### src/rtl/mask_accumulator.sv
// Accumulates enabled address lanes into a multi-hot mask over a frame of beats,
// then holds the mask, its popcount and sticky err/dup flags until consumed.
module mask_accumulator #(
    parameter int SIZE = 8,
    parameter int K = 4,
    localparam int BIT = $clog2(SIZE),
    localparam int CNT_W = $clog2(SIZE + 1)
) (
    input  logic               clk,
    input  logic               rst,
    input  logic               in_valid,
    output logic               in_ready,
    input  logic [K*BIT-1:0]   in_addr,
    input  logic [K-1:0]       in_lane_en,
    input  logic               in_last,
    output logic               out_valid,
    input  logic               out_ready,
    output logic [SIZE-1:0]    out_mask,
    output logic [CNT_W-1:0]   out_count,
    output logic               out_err,
    output logic               out_dup,
    output logic               dbg_state
);

    // Handshake: a transfer happens on a rising edge where valid and ready are both 1;
    // ready never depends on valid, and a presented beat/result stays put until taken.
    typedef enum logic {ACCUM = 1'b0, HOLD = 1'b1} state_t;

    state_t state, state_next;

    logic [SIZE-1:0]  acc;
    logic [CNT_W-1:0] count;
    logic             err, dup;

    logic [BIT-1:0]   lane_addr [K];
    logic [SIZE-1:0]  beat_mask;
    logic             beat_err, beat_dup;
    logic [SIZE-1:0]  acc_next;
    logic [CNT_W-1:0] count_next;
    logic             accept, consume;

    assign accept  = in_valid && (state == ACCUM);
    assign consume = out_ready && (state == HOLD);

    // Lanes are folded in index order so a later lane sees bits set by lower lanes.
    always_comb begin
        beat_mask = '0;
        beat_err  = 1'b0;
        beat_dup  = 1'b0;
        for (int i = 0; i < K; i++) begin
            lane_addr[i] = in_addr[BIT*i +: BIT];
            if (in_lane_en[i]) begin
                if (int'(lane_addr[i]) >= SIZE) begin
                    beat_err = 1'b1;
                end else begin
                    if (acc[lane_addr[i]] || beat_mask[lane_addr[i]])
                        beat_dup = 1'b1;
                    beat_mask[lane_addr[i]] = 1'b1;
                end
            end
        end
    end

    always_comb begin
        acc_next   = acc | beat_mask;
        count_next = '0;
        for (int j = 0; j < SIZE; j++)
            count_next = count_next + CNT_W'(acc_next[j]);
    end

    always_comb begin
        state_next = state;
        in_ready   = 1'b0;
        out_valid  = 1'b0;
        case (state)
            ACCUM: begin
                in_ready = 1'b1;
                if (accept && in_last)
                    state_next = HOLD;
            end
            HOLD: begin
                out_valid = 1'b1;
                if (consume)
                    state_next = ACCUM;
            end
            default: state_next = ACCUM;
        endcase
    end

    always_ff @(posedge clk or posedge rst) begin
        if (rst)
            state <= ACCUM;
        else
            state <= state_next;
    end

    always_ff @(posedge clk or posedge rst) begin
        if (rst) begin
            acc   <= '0;
            count <= '0;
            err   <= 1'b0;
            dup   <= 1'b0;
        end else if (consume) begin
            acc   <= '0;
            count <= '0;
            err   <= 1'b0;
            dup   <= 1'b0;
        end else if (accept) begin
            acc   <= acc_next;
            count <= count_next;
            err   <= err | beat_err;
            dup   <= dup | beat_dup;
        end
    end

    assign out_mask  = acc;
    assign out_count = count;
    assign out_err   = err;
    assign out_dup   = dup;
    assign dbg_state = (state == HOLD);

endmodule

### config.mk
export PLATFORM = sky130hd
export DESIGN_NAME = mask_accumulator
export DESIGN_NICKNAME = d
export VERILOG_FILES = /design/src/rtl/mask_accumulator.sv
export SDC_FILE = /design/constraint.sdc
export NUM_CORES = 1
export LEC_CHECK = 0
export ABC_AREA = 1
export BUFFER_PORTS_ARGS = -buffer_cell sky130_fd_sc_hd__buf_2
export CAP_MARGIN = 10
export CORE_ASPECT_RATIO = 1.1
export CORE_MARGIN = 4
export CORE_UTILIZATION = 60
export CTS_BUF_LIST = sky130_fd_sc_hd__clkbuf_2 sky130_fd_sc_hd__clkbuf_4 sky130_fd_sc_hd__clkbuf_8
export DETAILED_ROUTE_END_ITERATION = 8
export PLACE_DENSITY = 0.88
export SLEW_MARGIN = 0
export SYNTH_ARGS = -nofsm -noshare
export SYNTH_HDL_FRONTEND = slang
export SYNTH_SLANG_ARGS = --single-unit
### constraint.sdc
create_clock -name clk -period 9.4 [get_ports clk]
set_clock_uncertainty 0.2 [all_clocks]
set_input_delay 2.35 -clock clk [delete_from_list [all_inputs] [get_ports clk]]
set_output_delay 2.35 -clock clk [all_outputs]
set_load 0.02 [all_outputs]
## Word level (Yosys, flattened, before mapping)

Memories as Yosys holds them, arrays and structs flattened.
Index checks and enable logic that the tools add are counted.

- Order comparisons: 8
- Bitwise logic cells: 6
- Mux-type cells: 46
- Add/subtract/negate cells: 7
- Reductions and logical operators: 12

Operator list:

| operator | number |
|---|---|
| $mux 8 | 6 |
| $or 8x8->8 | 4 |
| $mux 1 | 26 |
| $bmux 1 s3 | 7 |
| $add 4x1->4 | 4 |
| $lt 3x4->1 const B | 4 |
| $demux 1 s3 | 4 |
| $ge 3x1->1 const B | 4 |
| $mux 4 | 2 |
| $logic_and 1x1->1 | 7 |
| $add 3x1->4 | 1 |
| $logic_or 1x1->1 | 4 |
| $add 2x1->3 | 1 |
| $add 1x1->2 | 1 |
| $pmux 1 s2 | 1 |
| $reduce_bool 2->1 | 1 |
| $not 1->1 | 1 |
| $or 1x1->1 | 1 |

- Bits in read-only memories: 8
- Memories kept: 1
- Register bits: 14
- Output and inout port bits: 17

Memory list:

| name | words | bits a word | read ports | clocked after Yosys merged registers in | write ports | line | text |
|---|---|---|---|---|---|---|---|
| (name not given) | 8 | 1 | 1 | 0 | 0 | 56 | `if (acc[lane_addr[i]] \|\| beat_mask[lane_addr[i]])` |

## Depth between registers and ports, before layout

- Word-level depth: 21
- Mapped depth: 16

## Worst setup path after synthesis

No wires, ideal clock.

- Path kind: input to register
- Start: input in_addr[0]
- End: register count[2], in the netlist out_count[2]
- Slack: 3.588 ns
- Setup time: 0.096 ns
- Stages on the path: 16
- Path buffers: 1
- Required time: 9.104 ns
- Data arrival time: 5.516 ns
- Path through: buf_4 > nand2_1 > inv_2 > nand2_1 > nand2_1 > inv_1 > nand2_1 > nor3_1 > inv_1 > fa_1 > fa_1 > fa_1 > ha_1 > fa_1 > xnor2_1 > o31ai_1

- Longest elaborated chain between the ends: 21
- Elaborated cells on any way between the ends: 22

RTL lines:

| item | line | text |
|---|---|---|
| start, declared | 13 | `input logic [K*BIT-1:0] in_addr,` |
| $lt 3x4->1 (not written as such) / $ge 3x1->1 (equally long branches) | 58 | `beat_mask[lane_addr[i]] = 1'b1;` |
| $logic_and 1x1->1 (not written as such) | 58 |  |
| $mux 1 (not written as such) | 58 |  |
| $demux 1 s3 * | 58 |  |
| $mux 8 * | 52 | `if (in_lane_en[i]) begin` |
| $or 8x8->8 (no source line) | - |  |
| $mux 8 * | 52 |  |
| $or 8x8->8 (no source line) | - |  |
| (+3 left out) | - |  |
| $or 8x8->8 * | 65 | `acc_next = acc \| beat_mask;` |
| $add 1x1->2 | 68 | `count_next = count_next + CNT_W'(acc_next[j]);` |
| $add 2x1->3 | 68 |  |
| $add 3x1->4 | 68 |  |
| $add 4x1->4 (3 in series) | 68 |  |
| $add 4x1->4 * | 68 |  |
| $mux 4 * | 108 | `end else if (accept) begin` |
| $mux 4 * | 103 | `end else if (consume) begin` |
| end signal, assigned | 110 | `count <= count_next;` |
| end, declared | 32 | `logic [CNT_W-1:0] count;` |

Every way passes the cells marked *; elsewhere a longest branch is shown, timed or not. The select of a mux whose other input is x is not followed.
A chain may end at the register's enable or synchronous reset.

## Worst setup path in the final report

- Start: input in_addr[3]
- End: register count[2], in the netlist out_count[2]

- Longest elaborated chain between the ends: 20
- Elaborated cells on any way between the ends: 21

RTL lines:

| item | line |
|---|---|
| $lt 3x4->1 (not written as such) / $ge 3x1->1 (equally long branches) | 58 |
| $logic_and 1x1->1 (not written as such) | 58 |
| $mux 1 (not written as such) | 58 |
| $demux 1 s3 * | 58 |
| $or 8x8->8 (no source line) * | - |
| $mux 8 * | 52 |
| $or 8x8->8 (no source line) | - |
| $mux 8 * | 52 |
| (+2 left out) | - |
| $or 8x8->8 * | 65 |
| $add 1x1->2 | 68 |
| $add 2x1->3 | 68 |
| $add 3x1->4 | 68 |
| $add 4x1->4 (3 in series) | 68 |
| $add 4x1->4 * | 68 |
| $mux 4 * | 108 |
| $mux 4 * | 103 |

Marks and branches as above.

==> results.md <==
- Max VDD drop: between 150 and 200 µV
- Syn_area_per_cell: 6.01 µm²
- CTS H-tree lvls: 1
- Fin. Hold Viols: 0
- Netlist Area Pre-Place: 1580 µm²
- Number of nets in the finished design: 324
- Post-synthesis sequential area ratio: 22.2%
- Leakage power: around 1.0 nW
- CTS root buf: clkbuf_4
- Area of all placed cells without fillers: 1780 µm²
- Period minus WS final: 5.96 ns
- Clk sinks: 14
- Floorplan die width: roughly 57 µm
- P per Cell Area: 184 nW/µm²
- Aggregate routed wire length: 4640 µm
- Hold-fix buffers at CTS: 0
- Clock tree from TritonCTS: built
- Die height: between 60 and 70 µm
- Via Count: 1,882
- Post-detail-place hpwl: 3710 µm
- Synth-to-layout area growth: 12.8%
- Outcome: finished clean
- Number of global-route vias before repair: 1,710
- Clock Latency Late Sink: 0.29 ns
- Global-route wire length before repair: about 7700 µm
- Post-cts repair resize count: 0
- Leading area contributor after synthesis: dfrtp_1
- TritonCTS Buffers: 3
- Bufs on Longest Clock Path: 2
- RSZ-0062 raised after global routing: false
- Antenna Diode Count: 0
- Post-synthesis cell count: between 200 and 300
- Critical path capture point type: register
- Average via count per standard cell: approximately 5.8
- Distinct cell type count of the synthesized netlist: 25
- Post-CTS setup-driven buffer insertion count: 0
- Total power consumption of the routed design: between 0.0003 and 0.0004 W
- Worst EP required: 9.39 ns
- Share of async-settable or async-resettable flops after synthesis: 100%
- Most repeated cell in the gate-level netlist after synthesis: nand2_1
- Top Ports: 38
- Total cell area at the placement stage: approximately 1700 µm²
- Largest net degree at the start of global routing: 16
- Buffers added on ports: 36
- Fmax achieved: between 150 and 200 MHz
- List of most frequent post-synthesis cells: nand2_1 (70), nand3_1 (39), inv_1 (36)
- Post-Route Setup TNS: 0 ns
- Number of iterations in the first detailed-routing pass: 6
- Data arrival at the endpoint of the critical path: roughly 6.0 ns
- Number of enable-type register cells in the synthesized netlist: 0
- Number of fillers in the final layout: 240
- Critical path class: primary input to register
- Nets in the synthesized netlist: 291
- Final RePlAce weighted congestion: between 0.9 and 1
- Classification of the worst-slack hold path: register to register
- Slew of the pin with the lowest slew margin: 0.514 ns
- Average routed wire per standard cell: 14.2 µm
- Clock slew seen by the registers of the worst setup and hold paths: 0.08 ns
- Worst relative slew slack: 65.7%
- Share of the synthesized area in the top cell type: 22.2%
- Max-cap violations: 0
- Aggregate global routing overflow: 0
- Final count of pins violating max slew: 0
- Count of yosys warnings during synthesis: 0
- Global Route Usage Sum: 28.2%
- Standard-cell row count: 19
- Count of routing violations after the opening detailed-route iteration: 168
- Placeable core area: approximately 2500 µm²
- Share of the cycle needed by the critical path after routing: around 63%
- Antenna violations before repair: 0
- Initial standard-cell utilization of the core: 62.8%
- Startpoint type of the worst setup path: primary input
- Top fanout value on the critical path: 12
- Cell types with the largest area share after synthesis: dfrtp_1 (22%), nand2_1 (17%), nand3_1 (12%)
- Share of post-route cells with drive strength above 1: between 10% and 20%
- Worst hold-check slack: 0.297 ns
- Final setup violating endpoints: 0
- Utilization of the core after routing: 70.8%
- Final ANT Viol Nets: 0
- Ys flop type: dfrtp_1
- # DRC: 0
- Total of flip-flops plus latches after synthesis: 14
- Total die area: roughly 3500 µm²
[state kept, by name, indices dropped and copies added, names as in the netlist]
name / cells
dbg_state: 1
out_dup: 1
out_mask: 8
out_count: 4
[metrics by stage]
step | instances | setup slack [ns]
after global placement | 322 | 3.32
final | 326 | 3.44
after floorplan | 263 | 3.59
after global routing | 326 | 3.25
after CTS | 326 | 3.45
after detailed placement | 322 | 3.16
[cell type report]
cell class	count	area, µm²	area share [%]
repair buffers	36	180	10.1
multi-input cells	200	1020	57.4
well taps	31	38.8	2.17
inverters	41	154	8.63
clock buffers	4	36.3	2.03
flip-flops and latches	14	350	19.6
[cells by family after synthesis]
group	count (synthesis)	synth area share [%]
AND/OR/NAND/NOR	156	42.3
buffers and inverters	49	13.1
AO/OA/AOI/OAI	35	14.2
flip-flops	14	22.2
adder cells (fa/ha/maj)	7	7.44
XOR/XNOR	1	0.554
other	1	0.237
[worst max-delay path, cell delays in order]
cell	delay [ns]
buf_2	0.20
inv_1	0.16
nand3_1	0.17
nand3_1	0.10
nor3_1	0.22
inv_1	0.11
fa_1	0.53
fa_1	0.53
fa_1	0.49
ha_1	0.25
fa_1	0.45
xnor2_1	0.16
o31ai_1	0.23
[power by group]
| group | total, W | switching [W] | internal (W) | leakage, nW |
|---|---|---|---|---|
| registers | 0.0000912 | 0.0000154 | 0.0000758 | 0.187 |
| logic | 0.000193 | 0.000124 | 0.0000691 | 0.833 |
| clock network | 0.0000440 | 0.0000204 | 0.0000236 | 0.0210 |
| total | 0.000328 | 0.000160 | 0.000168 | 1.04 |
[per-layer routing]
metal,up-vias,track usage [%],part of all wire (%),wire length (µm)
met5,-,0,0,0
met2,86,51.7,51,2350
met4,0,14.2,3.1,146
met1,855,33.2,39,1820
met3,20,3.10,7.1,329
li1,921,-,-,-
[placed cells by master, fill, tap and decap left out, types with 2 or more instances in the layout]
cell,n
o211ai_1,9
buf_2,36
nand3_1,39
a21oi_1,8
dfrtp_1,14
nor2_1,31
fa_1,4
a22o_1,2
nand4_1,6
inv_1,36
nand2_1,70
ha_1,3
clkbuf_4,3
nor3_1,8
a211oi_1,7
inv_2,4
o21ai_0,8
[final timing paths]
kind | slack (ns) | depth (start not counted) | start | endpoint
max in group asynchronous | 6.78 | 2 | rst | out_mask[3]
min in group asynchronous | 1.88 | 2 | rst | out_mask[2]
worst min register to register | 0.30 | 1 | out_count[0] | out_count[0]
worst min-delay path | 0.30 | 1 | out_count[0] | out_count[0]
worst max register to register | 5.61 | 9 | out_mask[0] | out_count[2]
worst max-delay path | 3.44 | 13 | in_addr[3] | out_count[2]
Note: power is estimated with default switching activity, not from simulation.
